==> src/rtl/code_lock.sv <==
// Symbol-stream combination lock: collects symbols in stride order, checks the newest DEPTH on commit.
// Optional failure lockout enabled by defining CODE_LOCK_LOCKOUT_EN.
module code_lock #(
    parameter int                          SYM_W       = 7,
    parameter int                          DEPTH       = 8,
    parameter int                          STRIDE      = 5,
    parameter int                          ROT         = 0,
    parameter logic [DEPTH*SYM_W-1:0]      SECRET      = '0,
    parameter int                          MAX_FAIL    = 3,
    parameter int                          LOCKOUT_CYC = 16
) (
    input  logic                           clk,
    input  logic                           rst,
    input  logic                           in_valid,
    input  logic [SYM_W-1:0]               in_data,
    output logic                           in_ready,
    input  logic                           commit,
    input  logic                           relock,
    output logic                           open_safe,
    output logic                           locked_out,
    output logic [$clog2(MAX_FAIL+1)-1:0]  fail_cnt
);

    localparam int CODE_W = DEPTH * SYM_W;
    localparam int IDX_W  = $clog2(DEPTH);
    localparam int CNT_W  = $clog2(DEPTH + 1);
    localparam int FC_W   = $clog2(MAX_FAIL + 1);
    localparam int ROT_N  = ROT % CODE_W;

    typedef enum logic [1:0] {
        S_COLLECT = 2'd0,
        S_CHECK   = 2'd1,
        S_OPEN    = 2'd2,
        S_LOCKOUT = 2'd3
    } state_t;

    state_t              r_state;
    state_t              w_state_next;

    logic [SYM_W-1:0]    r_mem [DEPTH];
    logic [IDX_W-1:0]    r_idx;
    logic [CNT_W-1:0]    r_count;
    logic [FC_W-1:0]     r_fail_cnt;

    logic                w_accept;
    logic                w_full;
    logic                w_match;
    logic [FC_W-1:0]     w_fail_inc;
    logic                w_lock_hit;
    logic                w_lock_done;
    logic [CODE_W-1:0]   w_packed;
    logic [CODE_W-1:0]   w_rot;

    assign w_accept   = in_valid && (r_state == S_COLLECT);
    assign w_full     = (r_count == CNT_W'(DEPTH));
    assign w_match    = w_full && (w_rot == SECRET);
    assign w_fail_inc = (r_fail_cnt == FC_W'(MAX_FAIL)) ? r_fail_cnt : r_fail_cnt + FC_W'(1);

    // Slot i occupies bits [i*SYM_W +: SYM_W] of the packed code.
    generate
        for (genvar gi = 0; gi < DEPTH; gi++) begin : g_pack
            assign w_packed[gi*SYM_W +: SYM_W] = r_mem[gi];
        end
        if (ROT_N == 0) begin : g_rot_none
            assign w_rot = w_packed;
        end else begin : g_rot_left
            assign w_rot = (w_packed << ROT_N) | (w_packed >> (CODE_W - ROT_N));
        end
    endgenerate

`ifdef CODE_LOCK_LOCKOUT_EN
    localparam int TMR_W = (LOCKOUT_CYC > 1) ? $clog2(LOCKOUT_CYC) : 1;

    logic [TMR_W-1:0] r_tmr;

    assign w_lock_hit  = (w_fail_inc == FC_W'(MAX_FAIL));
    assign w_lock_done = (r_tmr == TMR_W'(LOCKOUT_CYC - 1));

    // Timer is zero on LOCKOUT entry, so the state lasts exactly LOCKOUT_CYC cycles.
    always_ff @(posedge clk) begin
        if (rst || r_state != S_LOCKOUT) begin
            r_tmr <= '0;
        end else begin
            r_tmr <= r_tmr + TMR_W'(1);
        end
    end
`else
    logic w_unused_cfg;

    assign w_unused_cfg = (LOCKOUT_CYC > 0);
    assign w_lock_hit   = 1'b0;
    assign w_lock_done  = 1'b1;
`endif

    always_ff @(posedge clk) begin
        if (rst) begin
            r_state <= S_COLLECT;
        end else begin
            r_state <= w_state_next;
        end
    end

    always_comb begin
        w_state_next = r_state;
        case (r_state)
            S_COLLECT: if (commit) w_state_next = S_CHECK;
            S_CHECK: begin
                if (w_match)         w_state_next = S_OPEN;
                else if (w_lock_hit) w_state_next = S_LOCKOUT;
                else                 w_state_next = S_COLLECT;
            end
            S_OPEN:    if (relock) w_state_next = S_COLLECT;
            S_LOCKOUT: if (w_lock_done) w_state_next = S_COLLECT;
            default:   w_state_next = S_COLLECT;
        endcase
    end

    always_comb begin
        in_ready  = (r_state == S_COLLECT);
        open_safe = (r_state == S_OPEN);
`ifdef CODE_LOCK_LOCKOUT_EN
        locked_out = (r_state == S_LOCKOUT);
`else
        locked_out = 1'b0;
`endif
        fail_cnt  = r_fail_cnt;
    end

    // Symbol store carries no reset so it maps onto plain storage.
    always_ff @(posedge clk) begin
        if (w_accept) begin
            r_mem[r_idx] <= in_data;
        end
    end

    always_ff @(posedge clk) begin
        if (rst) begin
            r_idx      <= '0;
            r_count    <= '0;
            r_fail_cnt <= '0;
        end else begin
            if (w_accept) begin
                r_idx <= r_idx + IDX_W'(STRIDE % DEPTH);
                if (!w_full) r_count <= r_count + CNT_W'(1);
            end
            if (r_state == S_CHECK) begin
                if (w_match) begin
                    r_fail_cnt <= '0;
                end else begin
                    r_fail_cnt <= w_fail_inc;
                    r_idx      <= '0;
                    r_count    <= '0;
                end
            end
            if (r_state == S_OPEN && relock) begin
                r_idx   <= '0;
                r_count <= '0;
            end
            if (r_state == S_LOCKOUT && w_lock_done) begin
                r_fail_cnt <= '0;
            end
        end
    end

endmodule

==> config.mk <==
export PLATFORM = sky130hd
export DESIGN_NAME = code_lock
export DESIGN_NICKNAME = d
export VERILOG_FILES = /design/src/rtl/code_lock.sv
export SDC_FILE = /design/constraint.sdc
export NUM_CORES = 1
export LEC_CHECK = 0
export ABC_AREA = 1
export CAP_MARGIN = 20
export CORE_MARGIN = 10
export CORE_UTILIZATION = 35
export CTS_CLUSTER_DIAMETER = 150
export DETAILED_ROUTE_END_ITERATION = 10
export SLEW_MARGIN = 10
export SYNTH_ARGS = -nofsm -noshare
export SYNTH_HDL_FRONTEND = slang
export SYNTH_SLANG_ARGS = --single-unit
==> constraint.sdc <==
create_clock -name clk -period 1.3 [get_ports clk]
set_input_delay 0.325 -clock clk [delete_from_list [all_inputs] [get_ports clk]]
set_output_delay 0.325 -clock clk [all_outputs]
set_load 0.01 [all_outputs]
==> results.md <==
* Max capacitance violation total at 0
* Largest net degree at the start of global routing at 14
* CTS Buf Count at 9
* # nets final at 264
* Fmax at 707 MHz
* CTS tree: done
* Fin util at 45.8%
* Mean post-synth cell area at 12.5 sq um
* Root buf cell: clkbuf_8
* # fillers at 637
* Row count at 31
* Via count at 1507
* Max FO, Critical Path at 7
* Die Area at 0.0111 sq mm
* Final WS setup at -0.114 ns
* GRT Util Overall at 8.35%
* DRC Markers at 0
* Register area share after synthesis at 74.8%
* Failing checks: negative setup slack
* DIE WIDTH at 105 um
* Routability cong. at 0.717
* Leak Pwr at 1.14 nW
* CP Launch Type: register
* Crit path kind: register to register
* Worst endpoint data arrival time at 1.69 ns
* Iter 0 DRT Violations at 31
* Drt wl/cell at 12.4 um
* Power Dens Cells at 1350 mW/mm^2
* Post-Synthesis Cells at 204
* Number of global-route vias before repair at 1466
* Die height at 105 um
* # port buffers at 15
* Starting density of the core at 35.4%
* Share of layout cells above drive strength 1 at 28.1%
* Synthesized flop and latch total at 67
* Total power draw at 4.43 mW
* RSZ-0062 raised after global routing: true
* Pins Over Slew Limit at 0
* Final hold vios at 0
* Total Wirelength at 4.37 mm
* ANT nets after route at 0
* Cell area after layout at 0.00329 sq mm
* Mapped Area at 0.00254 sq mm
* Period minus WS final at 1.41 ns
* Initial antenna violation count at 0
* P&R area growth vs syn at 29.2%
* Diodes inserted at 0
* Worst-skew pair later-pin latency at 0.34 ns
* Worst hold path type: register to register
* DPL Wire Length at 2.92 mm
* DRT Pass-1 Iters at 4
* IO Count at 17
* Period utilization at 109%
* Worst EP required at 1.58 ns
* First-pass GRT wire length at 7.16 mm
* Worst Skew at 0.00645 ns
* Vias per cell at 4.28
* Crit. End Element: register
* CTS max path bufs at 2
* YS warnings at 0
* Placed cell areas at 0.00300 sq mm
* Clock sink count at 67
* Final Setup Violations at 67
* Status: finished with violations
* Core footprint at 0.00718 sq mm
* CTS H-Tree Depth at 3
* Max IR drop VDD at 0.573 mV
* Post-synthesis cell type count at 22
* Reg clk slew, reported paths at 0.07 ns
* Syn_nets at 220
* Total grt overflow at 0
==> cell type report <==
cell class | count | area [sq um] | share of cell area [%]
tap | 99 | 124 | 3.77
inverter | 13 | 53.8 | 1.64
multi-input combinational | 122 | 704 | 21.4
sequential | 67 | 1910 | 58.1
clock buffer | 9 | 124 | 3.77
timing repair buffer | 35 | 294 | 8.95
clock inverter | 7 | 77.6 | 2.36
==> power breakdown <==
group,total [mW],switching [mW],internal (mW)
Combinational,0.306,0.180,0.126
Sequential,2.42,0.0281,2.39
Clock,1.71,0.815,0.893
==> cells in the final DEF, fill, tap and decap left out <==
cell             count
nor2_4              11
nor3_1               1
ha_1                 4
nor2_1              42
or3_1                1
nand3_4              1
inv_6                1
nand3_1              3
xor2_1               2
a21oi_1              4
buf_6                2
inv_2                2
edfxtp_1            56
buf_2                1
bufinv_16            1
nand3_2              1
nand2_4              2
and3_1               1
clkdlybuf4s50_1     11
clkbuf_8             9
dfxtp_1              8
nand2_8              2
inv_1               10
clkbuf_2             1
buf_4               19
conb_1               1
nand4_1              1
dfxtp_4              1
o21ai_0              3
nand2_1             32
dfxtp_2              2
nor2_2               5
nand2_2              3
clkinvlp_4           4
a21oi_2              1
xnor2_1              1
clkinv_4             2
dlygate4sd2_1        1
==> synth_stat cells <==
master	count	share of area [%]
nor2_4	1	0.44
nand3_1	4	0.79
a21oi_1	4	0.79
ha_1	4	2.0
xor2_1	2	0.69
nand4_1	1	0.25
nor2_1	53	7.8
nor3_1	1	0.20
a21oi_2	1	0.34
nand2_1	35	5.2
or3_1	1	0.25
xnor2_1	1	0.34
inv_1	13	1.9
edfxtp_1	56	66
nor2_2	4	0.98
buf_4	2	0.59
dfxtp_1	11	8.7
nand2_2	4	0.98
and3_1	1	0.25
conb_1	1	0.15
o21ai_0	3	0.59
nand3_4	1	0.69
==> path summary, 6_finish.rpt <==
kind | from | to | slack (ns) | cells past startpoint
hold reg to reg | fail_cnt[1] | fail_cnt[1] | 0.49 | 2
hold / removal | fail_cnt[1] | fail_cnt[1] | 0.49 | 2
setup reg to reg | r_count[0] | r_count[3] | -0.11 | 10
setup / recovery | r_count[0] | r_count[3] | -0.11 | 10
==> metal layers <==
metal	track usage [%]	vias to the layer above	share of wire, %
li1	-	772	-
met1	9.58	703	44
met2	13.3	25	51
met3	2.25	7	2.9
met4	5.88	0	2.0
met5	0	-	0
==> logic make-up (layout without fill, tap and decap cells) <==
logic type,after synthesis,count (layout),synth area share (%)
AND/OR/NAND/NOR,106,106,17.8
flip-flops,67,67,74.8
buffers and inverters,15,64,2.51
AO/OA/AOI/OAI,8,8,1.72
adder cells (fa/ha/maj),4,4,1.97
XOR/XNOR,3,3,1.03
other,1,1,0.147
==> what timing repair did <==
action                                  CTS  global route
hold endpoints to repair                  0             0
hold buffers                              0             0
endpoints found under the setup margin   69            69
pin swaps                                 5            13
buffers inserted                          2             1
gates resized for setup                  21            14
gates cloned                              0             0
==> worst max-delay path, stage by stage (launching register included) <==
cell	delay, ns
dfxtp_1	0.32
inv_2	0.06
ha_1	0.14
nand2_1	0.06
nor2_2	0.13
nand2_1	0.10
nor2_4	0.14
nand2_4	0.08
nand2_4	0.08
nand3_4	0.11
a21oi_2	0.12
==> registers in the layout (all words and copies together), names as in the netlist <==
name,count
fail_cnt,2
r_mem,56
r_count,4
r_state,2
r_idx,3
==> metrics by stage <==
step	TNS [ns]	setup slack (ns)	cells	hold WS, ns
3_5_place_dp	-23.38	-0.411	333	0.481
6_report	-4.10	-0.114	352	0.485
3_3_place_gp	-22.43	-0.396	333	0.473
5_1_grt	-8.33	-0.211	352	0.510
4_1_cts	-6.52	-0.113	351	0.489
2_1_floorplan	-0.0000249	-0.00000355	204	0.394
(Power assumes the default switching activity.)
